**config.mk**
```make
export PLATFORM = sky130hd
export DESIGN_NAME = mem_read_arbiter
export DESIGN_NICKNAME = d
export VERILOG_FILES = /design/src/rtl/mem_arb_pkg.sv /design/src/rtl/mem_read_arbiter_rr_pick.sv /design/src/rtl/mem_read_arbiter.sv
export SDC_FILE = /design/constraint.sdc
export NUM_CORES = 1
export LEC_CHECK = 0
export ABC_AREA = 1
export CORE_MARGIN = 8
export CORE_UTILIZATION = 39
export DETAILED_ROUTE_END_ITERATION = 10
export PLACE_DENSITY_LB_ADDON = 0.08
export SYNTH_ARGS = -nofsm -noshare
export SYNTH_HDL_FRONTEND = slang
export SYNTH_SLANG_ARGS = --single-unit
```
**constraint.sdc**
```tcl
create_clock -name clk -period 3 [get_ports clk]
set_input_delay 0.6 -clock clk [delete_from_list [all_inputs] [get_ports clk]]
set_output_delay 0.6 -clock clk [all_outputs]
set_load 0.02 [all_outputs]
```
**src/rtl/mem_arb_pkg.sv**
```systemverilog
// Shared types and constants for the memory read arbiter and its round-robin picker.
package mem_arb_pkg;

    typedef enum logic [1:0] {
        ST_IDLE    = 2'd0,
        ST_BUSY    = 2'd1,
        ST_RELEASE = 2'd2
    } arb_state_e;

    localparam int          DEFAULT_TIMEOUT_CYC = 1024;
    localparam logic [31:0] TIMEOUT_DATA        = 32'hDEAD_BEEF;

endpackage

```
**src/rtl/mem_read_arbiter_rr_pick.sv**
```systemverilog
// Combinational round-robin picker: returns the first set request at or after ptr_i,
// wrapping modulo N, plus a valid flag. Shared by several arbiters.
module rr_pick #(
    parameter int N     = 3,
    parameter int IDX_W = 2
) (
    input  logic [N-1:0]     req_i,
    input  logic [IDX_W-1:0] ptr_i,
    output logic [IDX_W-1:0] idx_o,
    output logic             valid_o
);

    int c;

    // NOTE: every output gets a default first, so no path through the block infers a latch.
    always_comb begin
        idx_o   = '0;
        valid_o = 1'b0;
        c       = 0;
        // Scan from farthest to nearest so the nearest set request is the last one written.
        for (int k = N - 1; k >= 0; k--) begin
            c = (int'(ptr_i) + k) % N;
            if (req_i[c]) begin
                idx_o   = IDX_W'(c);
                valid_o = 1'b1;
            end
        end
    end

endmodule

```
**src/rtl/mem_read_arbiter.sv**
```systemverilog
// Round-robin arbiter sharing one word-read memory port between NUM_REQ requesters.
// Define MEM_READ_ARB_TIMEOUT_EN to abort stalled grants after TIMEOUT_CYC cycles.
module mem_read_arbiter
    import mem_arb_pkg::*;
#(
    parameter int NUM_REQ = 3,
    parameter int ADDR_W  = 32,
    parameter int DATA_W  = 32,
`ifdef MEM_READ_ARB_TIMEOUT_EN
    parameter int TIMEOUT_CYC = DEFAULT_TIMEOUT_CYC,
`endif
    localparam int IDX_W = $clog2(NUM_REQ)
) (
    input  logic                      clk,
    input  logic                      reset,
    input  logic [NUM_REQ-1:0]        req_rd_req,
    input  logic [NUM_REQ*ADDR_W-1:0] req_rd_addr,
    output logic [NUM_REQ-1:0]        req_rd_fin,
    output logic [DATA_W-1:0]         req_rd_data,
    output logic                      mem_rd_req,
    output logic [ADDR_W-1:0]         mem_rd_addr,
    input  logic                      mem_rd_fin,
    input  logic [DATA_W-1:0]         mem_rd_data,
    output logic [IDX_W-1:0]          grant_id,
    output logic                      busy,
    output logic                      err
);

    arb_state_e          state_q, state_d;
    logic [IDX_W-1:0]    ptr_q, ptr_d;
    logic [IDX_W-1:0]    grant_q, grant_d;
    logic [ADDR_W-1:0]   addr_q, addr_d;
    logic                mem_req_q, mem_req_d;
    logic [NUM_REQ-1:0]  fin_q, fin_d;
    logic [DATA_W-1:0]   data_q, data_d;
    logic [IDX_W-1:0]    pick_idx;
    logic                pick_valid;
    logic [IDX_W-1:0]    ptr_after_grant;

`ifdef MEM_READ_ARB_TIMEOUT_EN
    localparam int CNT_W = $clog2(TIMEOUT_CYC + 1);
    logic [CNT_W-1:0] cnt_q, cnt_d;
    logic             err_q, err_d;
`endif

    rr_pick #(
        .N     (NUM_REQ),
        .IDX_W (IDX_W)
    ) u_rr_pick (
        .req_i   (req_rd_req),
        .ptr_i   (ptr_q),
        .idx_o   (pick_idx),
        .valid_o (pick_valid)
    );

    assign ptr_after_grant = (grant_q == IDX_W'(NUM_REQ - 1)) ? '0 : grant_q + 1'b1;

    always_comb begin
        state_d   = state_q;
        ptr_d     = ptr_q;
        grant_d   = grant_q;
        addr_d    = addr_q;
        mem_req_d = mem_req_q;
        fin_d     = '0;
        data_d    = data_q;
`ifdef MEM_READ_ARB_TIMEOUT_EN
        cnt_d     = cnt_q;
        err_d     = err_q;
`endif
        unique case (state_q)
            ST_IDLE: begin
                if (pick_valid) begin
                    grant_d   = pick_idx;
                    addr_d    = req_rd_addr[int'(pick_idx)*ADDR_W +: ADDR_W];
                    mem_req_d = 1'b1;
                    state_d   = ST_BUSY;
`ifdef MEM_READ_ARB_TIMEOUT_EN
                    cnt_d     = '0;
`endif
                end
            end
            ST_BUSY: begin
                if (mem_rd_fin) begin
                    data_d         = mem_rd_data;
                    fin_d[grant_q] = 1'b1;
                    mem_req_d      = 1'b0;
                    ptr_d          = ptr_after_grant;
                    state_d        = ST_RELEASE;
                end
`ifdef MEM_READ_ARB_TIMEOUT_EN
                else if (cnt_q == CNT_W'(TIMEOUT_CYC - 1)) begin
                    data_d         = DATA_W'(TIMEOUT_DATA);
                    fin_d[grant_q] = 1'b1;
                    mem_req_d      = 1'b0;
                    ptr_d          = ptr_after_grant;
                    err_d          = 1'b1;
                    state_d        = ST_RELEASE;
                end else begin
                    cnt_d = cnt_q + 1'b1;
                end
`endif
            end
            ST_RELEASE: state_d = ST_IDLE;
            default:    state_d = ST_IDLE;
        endcase
    end

    // NOTE: registers use <= so each one sees pre-edge values regardless of statement order.
    always_ff @(posedge clk or posedge reset) begin
        if (reset) begin
            state_q   <= ST_IDLE;
            ptr_q     <= '0;
            grant_q   <= '0;
            addr_q    <= '0;
            mem_req_q <= 1'b0;
            fin_q     <= '0;
            data_q    <= '0;
`ifdef MEM_READ_ARB_TIMEOUT_EN
            cnt_q     <= '0;
            err_q     <= 1'b0;
`endif
        end else begin
            state_q   <= state_d;
            ptr_q     <= ptr_d;
            grant_q   <= grant_d;
            addr_q    <= addr_d;
            mem_req_q <= mem_req_d;
            fin_q     <= fin_d;
            data_q    <= data_d;
`ifdef MEM_READ_ARB_TIMEOUT_EN
            cnt_q     <= cnt_d;
            err_q     <= err_d;
`endif
        end
    end

    assign req_rd_fin  = fin_q;
    assign req_rd_data = data_q;
    assign mem_rd_req  = mem_req_q;
    assign mem_rd_addr = addr_q;
    assign grant_id    = grant_q;
    assign busy        = (state_q != ST_IDLE);
`ifdef MEM_READ_ARB_TIMEOUT_EN
    assign err         = err_q;
`else
    assign err         = 1'b0;
`endif

endmodule

```
# Word-level counts from Yosys, hierarchy flattened
# Cells that the tools add are included.
[op_classes]
add_sub_neg = 3
n_div = 3
order_cmp = 5
n_eq_ne = 4
shift = 1
muxes = 26
reduce_logical = 8
[ops]
columns = ["op", "count"]
rows = [
  ["32-bit by 4-bit < comparator with 1-bit output, second input constant", 3],
  ["96-bit by 8-bit variable part select with 32-bit output", 1],
  ["32-bit by 3-bit modulo with 32-bit output, second input constant", 2],
  ["3-bit by 3-bit modulo with 32-bit output, second input constant", 1],
  ["1-bit 2-to-1 mux", 12],
  ["2-bit 2-to-1 mux", 6],
  ["1-bit binary-select mux with 2-bit select", 3],
  ["3-bit 2-to-1 mux", 2],
  ["2-bit AND reduction", 3],
  ["2-bit != test, second input constant", 2],
  ["2-bit case mux with 2 select lines", 1],
  ["2-bit nonzero test", 2],
  ["2-bit by 1-bit adder with 3-bit output, second input constant", 1],
  ["2-bit by 2-bit adder with 3-bit output, second input constant", 1],
  ["2-bit by 3-bit < comparator with 1-bit output, second input constant", 1],
  ["3-bit AND reduction", 1],
  ["2-bit by 1-bit adder with 2-bit output, second input constant", 1],
  ["1-bit demux with 2-bit select", 1],
  ["2-bit by 1-bit == test with 1-bit output, second input constant", 1],
  ["2-bit == test, second input constant", 1],
  ["2-bit by 1-bit greater-or-equal comparator with 1-bit output, second input constant", 1],
  ["2-bit zero test", 1],
  ["1-bit case mux with 2 select lines", 1],
  ["1-bit logical AND", 1],
]
[totals]
register_bits = 74
output_inout_bits = 72
word_cells = 57

# Longest topological paths before layout
# Gate-level depths: netlist of the first run.
[depth]
depth_word = 10
depth_mapped = 14
mapped_depth_nobuf = 13

# By module
# From an unflattened synthesis of the first run, not the netlist that was laid out.
[unflattened]
hier_cells = 582
area_unflattened_um2 = 4037.6
[modules_own_cells]
columns = ["mod", "n_inst", "cells_each", "area_per_inst_um2"]
rows = [
  ["mem_read_arbiter", 1, 541, 3827.4],
  ["rr_pick", 1, 41, 210.2],
]

# Worst setup path before layout of the first run
# Ideal clock, no wire load.
[synth_path]
path_kind = "reg2reg"
startpoint = "register ptr_q[0]"
endpoint = "register addr_q[13] (netlist: mem_rd_addr[13])"
setup_ns = 0.123
arrival_time_ns = 1.745
required_time_ns = 2.877
setup_slack_ns = 1.132
stages_incl_launch_ff = 14
n_path_buf = 1
period_less_slack_ns = 1.868
path_cell_list = "dfrtp_1 inv_1 ha_1 inv_2 nand2_1 nand3_1 nand3_1 nand2_1 nand2_1 nand3_2 clkbuf_1 or2_0 nand3_1 nand2_1"
[synth_between]
elab_chain_len = 9
[synth_rtl]
columns = ["item", "line", "text"]
rows = [
  ["from (decl)", "mem_read_arbiter.sv:30", "logic [IDX_W-1:0] ptr_q, ptr_d;"],
  ["from (signal assigned)", "mem_read_arbiter.sv:124", "ptr_q <= ptr_d;"],
  ["2-bit by 2-bit adder with 3-bit output", "mem_read_arbiter_rr_pick.sv:22", "c = (int'(ptr_i) + k) % N;"],
  ["32-bit by 3-bit modulo with 32-bit output", "mem_read_arbiter_rr_pick.sv:22", ""],
  ["1-bit binary-select mux with 2-bit select", "mem_read_arbiter_rr_pick.sv:23", "if (req_i[c]) begin"],
  ["1-bit 2-to-1 mux (implied by the code) (2 in a row)", "mem_read_arbiter_rr_pick.sv:23", ""],
  ["2-bit 2-to-1 mux or 1-bit 2-to-1 mux (tied branches) (3 in a row)", "mem_read_arbiter_rr_pick.sv:23", ""],
  ["96-bit by 8-bit variable part select with 32-bit output or 2-bit AND reduction (tied branches)", "-", ""],
  ["to (signal assigned)", "mem_read_arbiter.sv:126", "addr_q <= addr_d;"],
  ["to (decl)", "mem_read_arbiter.sv:32", "logic [ADDR_W-1:0] addr_q, addr_d;"],
]
# Several ways; a longest one is shown, not always the timed one. The select of a mux whose other input is x is not followed.
# A chain may end at the register's enable or synchronous reset.

# Worst setup path in the final report of the first run
[layout_path]
startpoint = "register state_q[1]"
endpoint = "output port busy"
[layout_between]
elab_chain_len = 1
[layout_rtl]
columns = ["item", "line", "text"]
rows = [
  ["from (decl)", "mem_read_arbiter.sv:29", "arb_state_e state_q, state_d;"],
  ["from (signal assigned)", "mem_read_arbiter.sv:123", "state_q <= state_d;"],
  ["2-bit nonzero test", "mem_read_arbiter.sv:142", "assign busy = (state_q != ST_IDLE);"],
  ["to (decl)", "mem_read_arbiter.sv:25", "output logic busy,"],
]
# Every way passes these cells.

==> impl_results.md, run 1 <==
* Average wire per standard cell at approximately 15 um
* Most frequent cells in the layout: 216 x nand2_1, 204 x clkdlybuf4s50_1, 74 x dfrtp_1
* Initial Util at about two fifths
* Hold/Removal Path Class: flip-flop to flip-flop
* Vias/cell at roughly 4.6
* Row cnt at 36
* Total Routed Length at 12100 um
* Worst Reg2Reg Path Length in Cells at 13
* Post-layout min period at about 2.2 ns
* Setup TNS at 0 ns
* Synth cell types at 27
* TritonCTS sink count at 74
* Peak supply drop at around 0.51 mV
* GRT Residual Overflow at 0
* Placer Congestion at slightly below 0.9
* CTS Buffer Depth at 2
* DR pass1 iterations at 4
* Area contributors post-synth: dfrtp_1 49%, nand2_1 22%, nand3_1 6.1%
* Die Ht at between 100 and 150 um
* Synth warn at 0
* CTS H-tree lvls at 3
* Syn Nets at ~630
* CTS tree: yes
* Crit end category: primary output
* Least-Margin Pin Slew at a little under 1 ns
* Hold path depth at 2
* Clock Skew at roughly 0.011 ns
* Detailed-route via count at between 3k and 4k
* Final nets at between 800 and 900
* Cells after synthesis at roughly 500
* Initial antenna violation count at 0
* Register area share after synthesis at between 40% and 50%
* Buffer count from post-CTS setup fixing at 0
* Synthesized area at ~0.0038 mm^2
* Antenna diodes at 0
* P per Cell Area at about 1100 mW/mm^2
* Full die area at 0.0130 mm^2
* Chip Width at 114 um
* Std-Cell Core Area at 0.00955 mm^2
* Commonest non-fill, non-tap cell in the layout: nand2_1
* CTS buffer count at 9
* RSZ-0062 raised after global routing: no
* Clock transition at path regs at 0.09 ns
* Number of global-route vias before repair at 3983
* Root Driver: clkbuf_8
* Nature of the critical path startpoint: flip-flop
* CP arrival at 1.56 ns
* Avg Cell Area, Syn at roughly 7.6 um^2
* Layout cells sized above 1 at 4.72%
* Max Cap Viol at 0
* Max Clk Rate at around 460 MHz
* DP HPWL at 9240 um
* Largest area contributor in the netlist: dfrtp_1
* Outcome: complete, no violations
* Critical path class: flip-flop to primary output
* Synthesized flop and latch total at 74
* Detail Route Antenna Nets at 0
* Drt initial violations at 187
* Pre-CTS WS at roughly 0.49 ns
* Largest net degree at the start of global routing at 63
* # IOs at 206
* Setup WS post-layout at between 0.8 and 0.9 ns
* Final hold viol count at 0
* Hold-fix buffers, CTS at 0
* Worst-Skew Late Latency at around 0.35 ns
* FILL cells at approximately 850
* Final setup vio count at 0
* PortBufs at a little over 200
* Crit share post-route at 72.0%
* Static Leak at 0.00303 uW
* DRC viols at 0
* Crit-path max FO at 3
* Gr usage total at 18.7%
* Final slew viol count at 0
* Area growth, synth to finish at 64.6%
* Synth top area share at between 40 and 50%
* Post-cts sizing count at 0
* Worst Path Required at about 2.4 ns
* Slew headroom at a little over a third
* First-pass GRT wire length at 19300 um
-- critical path, stage by stage (launching register included) --
cell and delay [ns]:
dfrtp_1 0.40, nor2_1 0.20, inv_1 0.06, clkdlybuf4s50_1 0.55
-- flip-flops by register name, indices dropped and copies added, names as in the netlist --
register     flops
state_q          2
req_rd_fin       3
ptr_q            2
grant_id         2
req_rd_data     32
mem_rd_addr     32
mem_rd_req       1
-- synth_stat cells (all sizes together) --
master,number
a21oi,3
or2,30
conb,1
nand3,48
clkbuf,11
clkinv,1
dfrtp,74
ha,3
o22ai,1
inv,50
buf,11
nor3,1
o31ai,1
o21ai,5
nand2,217
nor2,6
o21bai,1
nand3b,1
a21boi,30
-- final timing paths --
check                                            from                          end  slack [ns]
max                            state_q[1]$_DFFE_PP0P_                         busy        0.84
min                        req_rd_data[5]$_DFFE_PP0P_   req_rd_data[5]$_DFFE_PP0P_        0.48
max reg2reg                      ptr_q[0]$_DFFE_PP0P_  mem_rd_addr[31]$_DFFE_PP0P_        0.84
min reg2reg                req_rd_data[5]$_DFFE_PP0P_   req_rd_data[5]$_DFFE_PP0P_        0.48
max in group asynchronous                       reset   req_rd_data[8]$_DFFE_PP0P_        1.72
min in group asynchronous                       reset  req_rd_data[10]$_DFFE_PP0P_        0.63
-- power breakdown --
group	switching, uW	internal, uW	total [uW]	leakage [uW]
combinational	2230	1770	4000	0.00200
clock	385	468	853	0.000110
sequential	252	1490	1740	0.000915
total	2870	3730	6600	0.00303
-- stage by stage --
stage               power, uW  hold WS [ns]  cells  utilization, %  area, um^2
floorplan                4110         0.453    495               -        3760
global placement         5700         0.461    817            62.6        5980
detailed placement       5820         0.464    817            62.6        5980
CTS                      6700         0.485    832            64.9        6190
global route             7170         0.508    832            64.9        6190
finish                   6600         0.481    832            64.9        6190
-- layout make-up --
type | instances | area [um^2] | area share, %
clock buffer | 9 | 124 | 2.00
clock inverter | 6 | 91.3 | 1.47
inverter | 51 | 193 | 3.11
multi-input combinational | 348 | 1620 | 26.2
sequential | 74 | 1850 | 29.9
tap | 133 | 166 | 2.69
timing repair buffer | 211 | 2140 | 34.6
-- routing by layer --
| layer | up-vias | wire [um] | GRT usage (%) |
|---|---|---|---|
| met1 | 1759 | 4770 | 19.9 |
| met3 | 16 | 975 | 7.12 |
| met5 | - | 0 | 0 |
| met2 | 114 | 6130 | 32.8 |
| met4 | 0 | 201 | 7.10 |
| li1 | 1914 | - | - |
-- kinds of logic (layout without fill, tap and decap cells) --
group / after synthesis / count (layout) / synth area share, %
AO/OA/AOI/OAI: 41 / 41 / 7.71
adder cells (fa/ha/maj): 3 / 3 / 0.997
buffers and inverters: 73 / 277 / 7.71
flip-flops: 74 / 74 / 49.2
other: 1 / 1 / 0.0996
AND/OR/NAND/NOR: 303 / 303 / 34.3
(Power assumes the default switching activity.)
==> inputs of run 2 (changes only) <==
Settings changed: CORE_UTILIZATION 39 to 35.
Clock period 3 ns to 1.87 ns, I/O delays scaled along.
==> impl_results.md, run 2 (synthesized netlist as in run 1, its figures left out) <==
* Outcome: finished, violations left (was complete, no violations)
* Failing checks: setup timing
* Setup TNS at -4.83 ns (was 0 ns)
* Detailed-route via count at 3968 (was 3803)
* DR pass1 iterations at 4 (unchanged)
* Placer Congestion at 0.897 (was 0.875)
* Most frequent cells in the layout: 204 x nand2_1, 203 x clkdlybuf4s50_1, 74 x dfrtp_1 (was 216 x nand2_1, 204 x clkdlybuf4s50_1, 74 x dfrtp_1)
* Crit share post-route at 110%
* CP arrival at 2.35 ns (was 1.56 ns)
* Area growth, synth to finish at 84.1% (was 64.6%)
* Max Cap Viol at 0 (unchanged)
* Number of global-route vias before repair at 4036 (was 3983)
* CTS Buffer Depth at 2 (unchanged)
* Initial antenna violation count at 0 (unchanged)
* Peak supply drop at 1.01 mV (was 0.508 mV)
* CTS buffer count at 9 (unchanged)
* Worst Reg2Reg Path Length in Cells at 12 (was 13)
* Vias/cell at 4.58 (was 4.57)
* RSZ-0062 raised after global routing: yes (was no)
* Initial Util at 35.3% (was 39.4%)
* TritonCTS sink count at 74 (unchanged)
* Average wire per standard cell at 16.1 um (was 14.5 um)
* Root Driver: clkbuf_8 (unchanged)
* Static Leak at 0.00329 uW (was 0.00303 uW)
* Clock transition at path regs at 0.09 ns (about the same)
* Final hold viol count at 0 (unchanged)
* Crit-path max FO at 6 (was 3)
* First-pass GRT wire length at 21100 um (was 19300 um)
* Die Ht at 120 um (was 114 um)
* CTS tree: yes (unchanged)
* DP HPWL at 9960 um (was 9240 um)
* Final setup vio count at 32 (was 0)
* Antenna diodes at 0 (unchanged)
* # IOs at 206 (unchanged)
* Full die area at 0.0143 mm^2 (was 0.0130 mm^2)
* Row cnt at 38 (was 36)
* Worst Path Required at 2.16 ns (was 2.40 ns)
* GRT Residual Overflow at 0 (unchanged)
* Hold/Removal Path Class: input pin to asynchronous set/reset pin (was flip-flop to flip-flop)
* Std-Cell Core Area at 0.0107 mm^2 (was 0.00955 mm^2)
* Detail Route Antenna Nets at 0 (unchanged)
* Nature of the critical path startpoint: flip-flop (unchanged)
* Post-layout min period at roughly 2 ns
* CTS H-tree lvls at 3 (unchanged)
* Drt initial violations at 196 (was 187)
* Max Clk Rate at between 400 and 500 MHz
* Commonest non-fill, non-tap cell in the layout: nand2_1 (unchanged)
* Crit path cell chain: ha_4, nand2_1, nand3_4, nand2_4, nand3_4, buf_6, nand2_8, a21oi_4, buf_12, clkbuf_16, nand3_2, nand2_1 (was nor2_1, inv_1, clkdlybuf4s50_1)
* Layout cells sized above 1 at 17.3% (was 4.72%)
* Slowest CP cell: dfrtp_1 (was clkdlybuf4s50_1)
* Setup WS post-layout at -0.185 ns (was 0.839 ns)
* DRC viols at 0 (unchanged)
* Total Routed Length at 13900 um (was 12100 um)
* Final nets at 859 (was 832)
* Crit path largest cell delay at 0.43 ns (was 0.55 ns)
* Crit end category: flip-flop (was primary output)
* Final slew viol count at 0 (unchanged)
* Worst-Skew Late Latency at 0.36 ns (was 0.35 ns)
* Critical path class: flip-flop to flip-flop (was flip-flop to primary output)
* Hold-fix buffers, CTS at 0 (unchanged)
* Gr usage total at 18.4% (was 18.7%)
* Clock Skew at 0.0103 ns (was 0.0110 ns)
* P per Cell Area at 1860 mW/mm^2 (was 1060 mW/mm^2)
* Chip Width at 120 um (was 114 um)
* PortBufs at 204 (unchanged)
* FILL cells at 935 (was 845)
* Largest net degree at the start of global routing at 75 (was 63)
* Core Util, Final at 65.0% (was 64.9%)
run 2: cell type report:
| type | instances | area (um^2) | area share [%] |
|---|---|---|---|
| inverters | 51 | 208 | 3.00 |
| repair buffers | 238 | 2520 | 36.3 |
| clock inverters | 7 | 83.8 | 1.21 |
| multi-input cells | 348 | 1970 | 28.4 |
| clock buffers | 9 | 124 | 1.79 |
| flip-flops and latches | 74 | 1850 | 26.7 |
| well taps | 140 | 175 | 2.53 |
run 2: worst paths after layout:
kind	from	slack (ns)	end
worst max-delay path	ptr_q[1]$_DFFE_PP0P_	-0.19	mem_rd_addr[3]$_DFFE_PP0P_
worst min-delay path	reset	0.48	req_rd_data[15]$_DFFE_PP0P_
worst max register to register	ptr_q[1]$_DFFE_PP0P_	-0.19	mem_rd_addr[3]$_DFFE_PP0P_
worst min register to register	mem_rd_req$_DFFE_PP0P_	0.48	mem_rd_req$_DFFE_PP0P_
max in group asynchronous	reset	1.07	mem_rd_addr[1]$_DFFE_PP0P_
min in group clk	mem_rd_req$_DFFE_PP0P_	0.48	mem_rd_req$_DFFE_PP0P_
run 2: critical path: cells and delay by family, from the launching register on:
family | cells | cell delay [ns]
buffers and inverters | 3 | 0.43
AO/OA/AOI/OAI | 1 | 0.17
flip-flops | 1 | 0.43
adder cells (fa/ha/maj) | 1 | 0.36
AND/OR/NAND/NOR | 7 | 0.60
run 2: metal layers:
| metal | vias to the layer above | track usage, % | share of wire, % |
|---|---|---|---|
| met5 | - | 0 | 0 |
| met4 | 0 | 4.76 | 1.1 |
| met3 | 13 | 6.72 | 7.5 |
| met2 | 131 | 32.5 | 51 |
| met1 | 1848 | 20.4 | 41 |
| li1 | 1976 | - | - |
run 2: timing repair:
action | CTS | global route
resized for setup | 45 | 52
endpoints found under the setup margin | 37 | 35
buffers inserted | 3 | 2
pin swaps | 19 | 12
gates cloned | 2 | 3
run 2: report_power, final:
part | total (uW) | switching (uW) | leakage (uW) | internal, uW
sequential | 2810 | 427 | 0.000915 | 2390
clock | 1340 | 697 | 0.000103 | 643
combinational | 8720 | 4530 | 0.00227 | 4190
run 2: through the flow:
stage | cell area (um^2) | cells | hold WS [ns] | setup WS, ns | power [uW]
2_1_floorplan | 3770 | 495 | 0.453 | 0.00192 | 6590
3_3_place_gp | 6160 | 841 | 0.462 | -0.296 | 9690
3_5_place_dp | 6160 | 841 | 0.469 | -0.371 | 9860
4_1_cts | 6630 | 862 | 0.482 | -0.173 | 12100
5_1_grt | 6930 | 867 | 0.499 | -0.308 | 13800
6_report | 6930 | 867 | 0.479 | -0.185 | 12900
